File: src/rtl/clk_div_monitor.sv
// clk_div_monitor: measures the period and high time of the 3.5x divided clock
// in the source clock domain. It checks for the alternating 3/4-cycle period
// pattern and reports lock status, error pulses and a saturating error count.
module clk_div_monitor #(
  parameter int unsigned PERIOD_LO = 3,
  parameter int unsigned LOCK_CNT  = 4,
  parameter int unsigned TIMEOUT   = 16,
  parameter int unsigned CNT_W     = 5,
  parameter int unsigned ERR_W     = 8
) (
  input  logic             clk,
  input  logic             rst,
  input  logic             div_in,
  output logic [CNT_W-1:0] period,
  output logic [CNT_W-1:0] high_cnt,
  output logic             period_vld,
  output logic             locked,
  output logic             err,
  output logic [ERR_W-1:0] err_cnt
);

  localparam int unsigned GW = $clog2(LOCK_CNT + 1);

  localparam logic [CNT_W-1:0] CYC_MAX = '1;
  localparam logic [CNT_W-1:0] CYC_ONE = CNT_W'(1);
  localparam logic [CNT_W-1:0] P_LO    = CNT_W'(PERIOD_LO);
  localparam logic [CNT_W-1:0] P_HI    = CNT_W'(PERIOD_LO + 1);
  localparam logic [CNT_W-1:0] T_OUT   = CNT_W'(TIMEOUT);
  localparam logic [GW-1:0]    G_MAX   = GW'(LOCK_CNT);
  localparam logic [GW-1:0]    G_ONE   = GW'(1);
  localparam logic [ERR_W-1:0] E_MAX   = '1;
  localparam logic [ERR_W-1:0] E_ONE   = ERR_W'(1);

  typedef enum logic {
    IDLE,
    TRACK
  } state_t;

  state_t state, state_nx;

  logic             s1, s2, s3;
  logic             rise, fall;
  logic [CNT_W-1:0] cyc;
  logic [CNT_W-1:0] hi;
  logic [GW-1:0]    good_cnt;
  logic             prev_good;
  logic             meas;
  logic             tmo;
  logic             good;
  logic             err_nx;

  assign rise = s2 & ~s3;
  assign fall = ~s2 & s3;

  // Two-flop synchronizer for the asynchronous divided clock plus an edge-detect delay flop
  always_ff @(posedge clk) begin
    if (rst) begin
      s1 <= 1'b0;
      s2 <= 1'b0;
      s3 <= 1'b0;
    end else begin
      s1 <= div_in;
      s2 <= s1;
      s3 <= s2;
    end
  end

  // Rise-to-rise cycle counter and high-time counter, both saturating
  always_ff @(posedge clk) begin
    if (rst) begin
      cyc <= '0;
      hi  <= '0;
    end else begin
      if (rise) begin
        cyc <= CYC_ONE;
      end else if (cyc != CYC_MAX) begin
        cyc <= cyc + CYC_ONE;
      end

      if (rise) begin
        hi <= CYC_ONE;
      end else if (s2 && (hi != CYC_MAX)) begin
        hi <= hi + CYC_ONE;
      end
    end
  end

  // State register
  always_ff @(posedge clk) begin
    if (rst) begin
      state <= IDLE;
    end else begin
      state <= state_nx;
    end
  end

  // Next state, measurement strobe, timeout and period classification
  always_comb begin
    state_nx = state;
    meas     = 1'b0;
    tmo      = 1'b0;
    case (state)
      IDLE: begin
        if (rise) begin
          state_nx = TRACK;
        end
      end
      TRACK: begin
        // A rise arriving in the same cycle as the timeout wins
        if (rise) begin
          meas = 1'b1;
        end else if (cyc == T_OUT) begin
          tmo      = 1'b1;
          state_nx = IDLE;
        end
      end
      default: state_nx = IDLE;
    endcase
    // Holding `period` as the previous measurement lets it double as the alternation reference
    good   = meas && ((cyc == P_LO) || (cyc == P_HI)) && (!prev_good || (cyc != period));
    err_nx = (meas && !good) || tmo;
  end

  // Measurement outputs, lock tracking and saturating error count
  always_ff @(posedge clk) begin
    if (rst) begin
      period     <= '0;
      high_cnt   <= '0;
      period_vld <= 1'b0;
      locked     <= 1'b0;
      err        <= 1'b0;
      err_cnt    <= '0;
      good_cnt   <= '0;
      prev_good  <= 1'b0;
    end else begin
      period_vld <= meas;
      err        <= err_nx;

      if (fall) begin
        high_cnt <= hi;
      end

      if (meas) begin
        period <= cyc;
      end

      if (good) begin
        prev_good <= 1'b1;
        if (good_cnt != G_MAX) begin
          good_cnt <= good_cnt + G_ONE;
        end
        if (good_cnt >= (G_MAX - G_ONE)) begin
          locked <= 1'b1;
        end
      end else if (err_nx) begin
        prev_good <= 1'b0;
        good_cnt  <= '0;
        locked    <= 1'b0;
      end

      if (err_nx && (err_cnt != E_MAX)) begin
        err_cnt <= err_cnt + E_ONE;
      end
    end
  end

endmodule

File: config.mk
export PLATFORM = sky130hd
export DESIGN_NAME = clk_div_monitor
export DESIGN_NICKNAME = d
export VERILOG_FILES = /design/src/rtl/clk_div_monitor.sv
export SDC_FILE = /design/constraint.sdc
export NUM_CORES = 1
export LEC_CHECK = 0
export ABC_AREA = 1
export BUFFER_PORTS_ARGS = -buffer_cell sky130_fd_sc_hd__buf_2
export CORE_MARGIN = 2
export CORE_UTILIZATION = 44
export CTS_CLUSTER_DIAMETER = 30
export DETAILED_ROUTE_END_ITERATION = 7
export GPL_TIMING_DRIVEN = 0
export PLACE_DENSITY = 0.75
export SYNTH_ARGS = -nofsm -noshare
export SYNTH_HDL_FRONTEND = slang
export SYNTH_SLANG_ARGS = --single-unit
File: constraint.sdc
create_clock -name clk -period 1.4 [get_ports clk]
set_input_delay 0.07 -clock clk [delete_from_list [all_inputs] [get_ports clk]]
set_output_delay 0.07 -clock clk [all_outputs]
set_load 0.05 [all_outputs]
== Word level (Yosys, flattened, before mapping) ==
Cells that the tools add are included.

* Equal/unequal tests: 10
* Reductions and logical operators: 16
* Shifts and indexed selects: 0
* Multiply operators: 0
* Bitwise gates (word level): 5
* Multiplexer cells: 19
* Divide/modulo/power cells: 0
* Order comparisons: 1
* $add $sub $neg: 4

{| class="wikitable"
|+ Operators by type and width
! kind !! number
|-
| two-way mux 1 bit || 15
|-
| adder 5 x 1 -> 5 bit, second input constant || 2
|-
| inequality test 5 bit, second input constant || 2
|-
| two-way mux 3 bit || 3
|-
| adder 8 x 1 -> 8 bit, second input constant || 1
|-
| inequality test 8 bit, second input constant || 1
|-
| nonzero test 2 bit || 3
|-
| == test 5 x 2 -> 1 bit, second input constant || 1
|-
| == test 5 x 3 -> 1 bit, second input constant || 1
|-
| == test 5 bit, second input constant || 1
|-
| logical AND 1 bit || 5
|-
| inequality test 5 bit || 1
|-
| inequality test 2 x 1 -> 1 bit, second input constant || 2
|-
| AND reduction 2 bit || 2
|-
| adder 3 x 1 -> 3 bit, second input constant || 1
|-
| >= comparator 3 x 2 -> 1 bit, second input constant || 1
|-
| logical OR 1 bit || 3
|-
| inequality test 3 bit, second input constant || 1
|-
| inverter 1 bit || 3
|-
| bitwise AND 1 bit || 2
|-
| logical NOT 1 bit || 2
|-
| one-hot mux 1 bit (2 select lines) || 1
|-
| OR reduction 2 bit || 1
|}

* Bits in registers: 39
* Logic and storage cells: 71
* Bits in writable memories: 0
* Bits in read-only memories: 0
* Latch bits: 0
* Output and inout port bits: 21
* Memories kept: 0
* Input port bits: 3

== Logic depth before layout (Yosys ltp) ==
Gate-level depths: netlist of the first run.

* Word-level depth: 11
* Mapped depth: 11
* Gate-level depth less buffers: 11

== Worst setup path before layout of the first run ==
OpenSTA, ideal clock, no wires.

* Path kind: flip-flop to flip-flop
* Start point: register err_cnt[1]
* End point: register err_cnt[6]
* Required time: 1.329 ns
* Clock period less this slack: 1.804 ns
* Arrival time: 1.734 ns
* Cell stages (with the launch flop): 8
* Library setup time: 0.071 ns
* Buffers on the path: 0
* Path slack: -0.404 ns
* Cells stage by stage: dfxtp_1 -> ha_1 -> nand2_1 -> nor2_1 -> nand3_2 -> nand3_4 -> nand2_1 -> a21oi_1

* Word-level cells in the longest chain between the ends: 2
* Elaborated cells on any way between the ends: 3
* Classes of those cells: add/sub (1); eq/ne (1); reduce/logical (1)

{| class="wikitable"
|+ RTL lines
! what !! line !! text
|-
| start: declaration || 19 || <nowiki>output logic [ERR_W-1:0] err_cnt</nowiki>
|-
| start signal: assignment || 162 || <nowiki>err_cnt <= err_cnt + E_ONE;</nowiki>
|-
| parallel branches: the longest is 2 deep, another holds adder 8 x 1 -> 8 bit || n/a ||
|}

Several ways; the timed one is not identified.
A chain may end at the register's enable or synchronous reset.

== Final worst setup path of the first run ==
* Start point: register cyc[0]
* End point: register err_cnt[5]

* Word-level cells in the longest chain between the ends: 8
* Elaborated cells on any way between the ends: 15
* Classes of those cells: eq/ne (4); mux (3); reduce/logical (8)

{| class="wikitable"
|+ RTL lines
! what !! line !! text
|-
| start: declaration || 43 || <nowiki>logic [CNT_W-1:0] cyc;</nowiki>
|-
| start signal: assignment || 77 || <nowiki>cyc <= cyc + CYC_ONE;</nowiki>
|-
| == test 5 x 2 -> 1 bit / == test 5 x 3 -> 1 bit (equally long branches) || 120 || <nowiki>good = meas && ((cyc == P_LO) || (cyc == P_HI)) && (!prev_good || (cyc != period));</nowiki>
|-
| logical OR 1 bit || 120 ||
|-
| logical AND 1 bit (2 in series) || 120 ||
|-
| logical NOT 1 bit || 121 || <nowiki>err_nx = (meas && !good) || tmo;</nowiki>
|-
| logical AND 1 bit || 121 ||
|-
| logical OR 1 bit * || 121 ||
|-
| logical AND 1 bit * || 161 || <nowiki>if (err_nx && (err_cnt != E_MAX)) begin</nowiki>
|}

Every way passes the cells marked *; elsewhere a longest branch is shown, timed or not.

==> results of run 1 <==
cells by family (layout without fill, tap and decap cells):
group | Yosys count | after routing | synth area share
fa+ha+maj | 9 | 9 | 0.0611
xor+xnor | 7 | 7 | 0.0333
buf+inv | 37 | 86 | 0.0802
simple gates | 112 | 114 | 0.284
flops | 39 | 39 | 0.424
compound gates | 40 | 40 | 0.118
worst paths after layout:
check        slack, ns          to  depth (start not counted)    from
min reg2reg       0.41          s2                          2      s1
min               0.19  err_cnt[1]                          2     rst
max reg2reg      -0.06  err_cnt[5]                          8  cyc[0]
max              -0.06  err_cnt[5]                          8  cyc[0]
layout make-up:
type	count	area share
Multi-Input combinational cell	170	0.448
Buffer	3	0.00729
Inverter	34	0.0554
Clock buffer	7	0.0296
Tap cell	50	0.0243
Timing Repair Buffer	41	0.113
Sequential cell	39	0.320
Clock inverter	1	0.00194
per-layer routing:
layer / vias up / track usage
met5: - / 0
met4: 0 / 0.0882
met2: 37 / 0.351
met1: 807 / 0.229
li1: 892 / -
met3: 8 / 0.0649
power by group:
| part | switching [mW] | total, mW | internal, mW |
|---|---|---|---|
| logic | 0.127 | 0.201 | 0.0744 |
| clock network | 0.386 | 0.736 | 0.349 |
| registers | 0.0271 | 1.15 | 1.12 |
synth_stat cells (all sizes together), types with 2 or more instances:
master  count  share of area
a21oi      26          0.071
buf         2         0.0081
dfxtp      39           0.42
ha          9          0.061
inv        33          0.067
nand2      52           0.11
nand3      15          0.053
nand4       8          0.027
nor2       30          0.069
nor3        6          0.016
o21ai      12          0.033
xor2        7          0.033
state kept, by name (all words and copies together), names as in the netlist:
register and cells:
s2 1, state 1, err_cnt 8, prev_good 1
s3 1, locked 1, period 5, period_vld 1
err 1, hi 5, cyc 5, high_cnt 5
good_cnt 3, s1 1
stage by stage:
stage	util	setup TNS [ns]	setup WS, ns	hold WS, ns	instance area [um2]
floorplan	-	0	0.00457	0.177	1890
global placement	0.511	-2.28	-0.168	0.277	2060
global route	0.639	-1.21	-0.124	0.243	2570
finish	0.639	-0.159	-0.0610	0.187	2570
detailed placement	0.511	-2.64	-0.182	0.279	2060
CTS	0.590	0	0.00123	0.177	2380
repair_timing:
item	4_1_cts	5_1_grt
hold buffers	1	0
setup buffers	9	9
setup endpoints to repair	21	21
resized for setup	35	38
endpoints found under the hold margin	1	0
gates cloned	2	0
pin swaps	7	20
==> results.py, run 1 <==
metrics = {
    "run_status": {
        "status": "finished with violations",
        "violations": "negative setup slack",
    },
    "clock_tree": {
        "clock_sink_count": 39,
        "cts_tree": "built",
        "clk_latency_ns": 0.30,
        "cts_max_path_buffers": 2,
        "clk_pin_slew_ns": 0.07,
        "clockRootBuffer": "clkbuf_8",
        "htreeDepth": 2,
        "numCtsBuffers": 5,
    },
    "die": {
        "pin_count": 24,
        "die_y_um": 68.7,
        "fp.dieArea_um2": 4720,
        "die_w_um": 68.7,
        "core-area_um2": 4030,
        "rows": 23,
        "initial_utilization": 0.457,
    },
    "sta": {
        "max_clock_freq_mhz": 684,
        "period_needed_ns": 1.46,
        "period_share": 1.04,
        "skew_ns": 0.00330,
        "relSlewSlack": 0.640,
        "fin_ws_ns": -0.0610,
        "tightestPinTransition_ns": 0.540,
        "drv_slew": 0,
        "rsz0062_at_grt": "yes",
        "timing_hold_violations_final": 0,
        "setup_violations": 8,
    },
    "cells_and_area": {
        "n_antenna_cell": 0,
        "nets": 306,
        "multi_input_area_um2": 1150,
        "syn2layout_area_growth_pct": 39.8,
        "final_common_cell": "nand2_1",
        "drive_above_1_share": 0.427,
        "fill_cells": 321,
        "final_cells": 345,
        "regArea_um2": 825,
        "final_cell_mix": "nand2_1 (38), inv_1 (22), a21oi_1 (22), buf_2 (22)",
    },
    "grt": {
        "antenna_found_initial": 0,
        "grt_pass1_wl_um": 6970,
        "grt-ovfl-total": 0,
        "grt.total_usage": 0.203,
        "grt_max_degree": 12,
        "grt_pass1_vias": 1591,
    },
    "worst_setup_path": {
        "worstPathRequired_ns": 1.62,
        "end_kind": "flop",
        "critPathKind": "reg2reg",
        "worstPathMaxFanout": 6,
        "crit_path_cell_trace": "inv_4 > ha_4 > nand3_4 > a21boi_4 > buf_12 > buf_6 > nand4_1 > a21oi_1",
        "slowest_delay_ns": 0.37,
        "startpoint_type": "flop",
        "cp_top_family": "flip-flops",
        "cp_num_buf_inv": 3,
        "crit_slowest_cell": "dfxtp_4",
        "critPathArrivalTime_ns": 1.68,
    },
    "route": {
        "wl_um": 4670,
        "first_pass_iters": 4,
        "met1_length_um": 2010,
        "ant_nets": 0,
        "drtIter0Drc": 75,
        "routed_via_density": 5.06,
        "routedWlPerCell_um": 13.5,
        "drcViolationCount": 0,
        "vias": 1744,
        "wl_met3_um": 197,
        "maxUsedRoutingLayer": "met4",
        "wl_met2_um": 2360,
    },
    "synthesis": {
        "yosys_warnings": 0,
        "ys_types": 26,
        "synth.cell_area_um2": 1840,
        "netlist_instances": 244,
        "synth-main-ff-cell": "dfxtp_1",
        "synth_edf_count": 0,
        "syn_area_per_cell_um2": 7.55,
        "ys_async_sr_fraction": 0,
        "yosysSeqAreaShare": 0.424,
        "ys_seq_elements": 39,
        "synth_fp_nets": 256,
    },
    "pwr": {
        "pwr_density_cell_nw_per_um2": 810,
        "vdd_drop_max_mv": 0.541,
        "p_leak_nw": 1.06,
        "total_power_mw": 2.09,
    },
    "job": {
        "cap_violations": 0,
    },
    "hold_path": {
        "min_path_type": "in2reg",
    },
    "placement": {
        "numPortBuffers": 22,
        "dp_cells": 316,
        "dpl.hpwl_um": 2610,
        "gp_congestion": 0.840,
    },
}
(Power assumes the default switching activity.)
==> run 2: changes to the inputs <==
--- a/config.mk
+++ b/config.mk
@@ -5,7 +5,6 @@
 export SDC_FILE = /design/constraint.sdc
 export NUM_CORES = 1
 export LEC_CHECK = 0
-export ABC_AREA = 1
 export BUFFER_PORTS_ARGS = -buffer_cell sky130_fd_sc_hd__buf_2
 export CORE_MARGIN = 2
 export CORE_UTILIZATION = 44
==> run 2 against run 1 <==
The run still ends with negative setup slack left. Clock skew up 0.0011 ns. Die area down 1.5%. Via count down 14%. Largest power group unchanged.
==> results.py, run 2 <==
metrics = {
    "worst_setup_path": {
        "startpoint_type": "flop",
        "critPathKind": "reg2reg",
        "critPathArrivalTime_ns": 2.04,
        "end_kind": "flop",
        "cp_num_buf_inv": 2,
        "crit_path_cell_trace": "inv_4 > ha_4 > nand4bb_4 > a21bo_4 > o21bai_4 > buf_6 > or4_1 > a21oi_1",
        "worstPathMaxFanout": 7,
        "r2r-start": "cyc[0]",
        "regToRegSetupSlack_ns": -0.41,
        "rr_worst_depth": 8,
        "cp_top_family": "compound AO/OA/AOI/OAI gates",
        "slowest_delay_ns": 0.39,
        "r2r-end": "err_cnt[6]",
        "crit_slowest_cell": "or4_1",
        "worstPathRequired_ns": 1.63,
    },
    "cells_and_area": {
        "fill_cells": 308,
        "multi_input_area_um2": 1130,
        "final_common_cell": "nor2_1",
        "stdcell_area_um2": 2490,
        "syn2layout_area_growth_pct": 37.4,
        "nets": 251,
        "final_util": 0.627,
        "largest_register_ffs": 8,
        "n_antenna_cell": 0,
        "regMostFlops": "err_cnt",
        "regArea_um2": 830,
        "final_cell_mix": "nor2_1 (25), buf_2 (23), dfxtp_1 (20), buf_4 (15), a21oi_1 (13)",
        "drive_above_1_share": 0.421,
    },
    "route": {
        "routed_via_density": 5.20,
        "vias": 1508,
        "wl_um": 3920,
        "ant_nets": 0,
        "routedWlPerCell_um": 13.5,
        "drcViolationCount": 0,
        "drtIter0Drc": 67,
        "first_pass_iters": 4,
    },
    "die": {
        "fp.dieArea_um2": 4650,
        "die_w_um": 68.2,
        "rows": 23,
        "core-area_um2": 3970,
        "pin_count": 24,
        "die_y_um": 68.2,
        "initial_utilization": 0.456,
    },
    "sta": {
        "period_needed_ns": 1.81,
        "rsz0062_at_grt": "yes",
        "tns_ns": -5.06,
        "relSlewSlack": 0.641,
        "max_clock_freq_mhz": 552,
        "setup_violations": 21,
        "period_share": 1.29,
        "tightestPinTransition_ns": 0.539,
        "timing_hold_violations_final": 0,
        "drv_slew": 0,
        "fin_ws_ns": -0.412,
        "skew_ns": 0.00438,
    },
    "grt": {
        "grt-ovfl-total": 0,
        "grt.total_usage": 0.176,
        "grt_pass1_wl_um": 6020,
        "grt_max_degree": 13,
        "antenna_found_initial": 0,
        "grt_pass1_vias": 1366,
    },
    "placement": {
        "numPortBuffers": 23,
        "dpl.hpwl_um": 2420,
        "gp_congestion": 0.737,
        "place_ws_ns": -0.467,
        "placed_area_um2": 2090,
    },
    "synthesis": {
        "synth_common_cells": "dfxtp_1 (39), nor2_1 (25), a21oi_1 (15), mux2i_1 (13)",
        "synthTopCellsByArea": "dfxtp_1 (43%), mux2i_1 (7.2%), ha_1 (6.2%)",
        "netlist_instances": 190,
        "synth_edf_count": 0,
        "ys_async_sr_fraction": 0,
        "synth_fp_nets": 202,
        "yosys_warnings": 0,
        "ys_types": 36,
        "yosysSeqAreaShare": 0.431,
        "synth.cell_area_um2": 1810,
        "syn_area_per_cell_um2": 9.54,
        "synth_top_area_frac": 0.431,
        "synth-main-ff-cell": "dfxtp_1",
        "ys_seq_elements": 39,
        "synth.most_common_cell": "dfxtp_1",
        "synth_top_area_cell": "dfxtp_1",
    },
    "hold_path": {
        "holdPathStages": 2,
        "hold_start": "rst",
        "min_path_type": "in2reg",
        "whs_endpoint": "err_cnt[1]",
    },
    "pwr": {
        "seqPwrFrac": 0.526,
        "p_sw_frac": 0.234,
        "power_frac_comb": 0.080,
        "p_leak_nw": 1.04,
        "switchingPower_mw": 0.504,
        "pwr_density_cell_nw_per_um2": 864,
        "internal_power_mw": 1.65,
        "vdd_drop_max_mv": 0.394,
        "clock_power_share": 0.394,
    },
    "clock_tree": {
        "clockRootBuffer": "clkbuf_8",
        "clk_latency_ns": 0.29,
        "clk_pin_slew_ns": 0.08,
        "cts_tree": "built",
        "htreeDepth": 2,
        "numCtsBuffers": 5,
        "clock_sink_count": 39,
        "cts_max_path_buffers": 2,
    },
    "run_status": {
        "violations": "negative setup slack",
        "status": "finished with violations",
    },
    "job": {
        "cap_violations": 0,
    },
}
run 2: cell types whose count changed after synthesis, moves of 6 or more:
cell	change
a21oi_1	-11
inv_1	-23
mux2i_1	+13
nand2_1	-39
nand3_1	-6
nand4_1	-6
nor2b_1	+7
o21ai_0	-7
xnor2_1	+6
run 2: cell families after synthesis:
kind of cell               share of synthesized area
and+or+nand+nor                                0.202
DFF                                            0.431
AOI/OAI and AO/OA                              0.128
buffers and inverters                         0.0497
muxes                                         0.0780
xor gates and xnor gates                      0.0483
adders and majority gates                     0.0622
run 2: worst max-delay path by stage:
| stage | start | depth (start not counted) | slack [ns] | end |
|---|---|---|---|---|
| finish | cyc[0] | 8 | -0.41 | err_cnt[6] |
| global route | cyc[0] | 8 | -0.49 | err_cnt[6] |
| floorplan | cyc[1] | 8 | -0.35 | err_cnt[6] |
| CTS | cyc[0] | 8 | -0.44 | err_cnt[6] |
| detailed placement | cyc[0] | 8 | -0.47 | err_cnt[7] |
| global placement | cyc[1] | 8 | -0.45 | err_cnt[6] |
run 2: layer usage:
| layer | track usage | vias to the layer above | wire length [um] |
|---|---|---|---|
| met4 | 0.0750 | 0 | 53 |
| met1 | 0.213 | 715 | 1800 |
| met5 | 0 | - | 0 |
| li1 | - | 765 | - |
| met2 | 0.296 | 24 | 1970 |
| met3 | 0.0444 | 4 | 103 |
run 2: area by class of cell:
| type | count | area share |
|---|---|---|
| Sequential cell | 39 | 0.333 |
| Clock buffer | 6 | 0.0377 |
| Multi-Input combinational cell | 135 | 0.453 |
| Inverter | 7 | 0.0126 |
| Timing Repair Buffer | 42 | 0.109 |
| Buffer | 9 | 0.0256 |
| Clock inverter | 2 | 0.00352 |
| Tap cell | 50 | 0.0251 |
run 2: repair_timing:
item	4_1_cts	5_1_grt
buffers inserted	12	6
pin swaps	12	10
gates resized for setup	21	14
endpoints found under the hold margin	1	0
endpoints found under the setup margin	20	23
hold buffers	1	0
run 2: power groups by stage:
stage	clock network, mW	logic (mW)	registers (mW)
CTS	0.864	0.153	1.13
global route	0.903	0.188	1.13
detailed placement	0	0.116	1.16
global placement	0	0.115	1.16
finish	0.847	0.172	1.13
floorplan	0	0.0859	1.16
run 2: per-stage QoR:
| stage | cells | power [mW] | hold WS (ns) |
|---|---|---|---|
| after CTS | 284 | 2.15 | 0.0392 |
| final | 290 | 2.15 | 0.0497 |
| after global routing | 290 | 2.23 | 0.0660 |
| after global placement | 263 | 1.28 | 0.286 |
| after detailed placement | 263 | 1.28 | 0.292 |
| after floorplan | 190 | 1.25 | 0.163 |
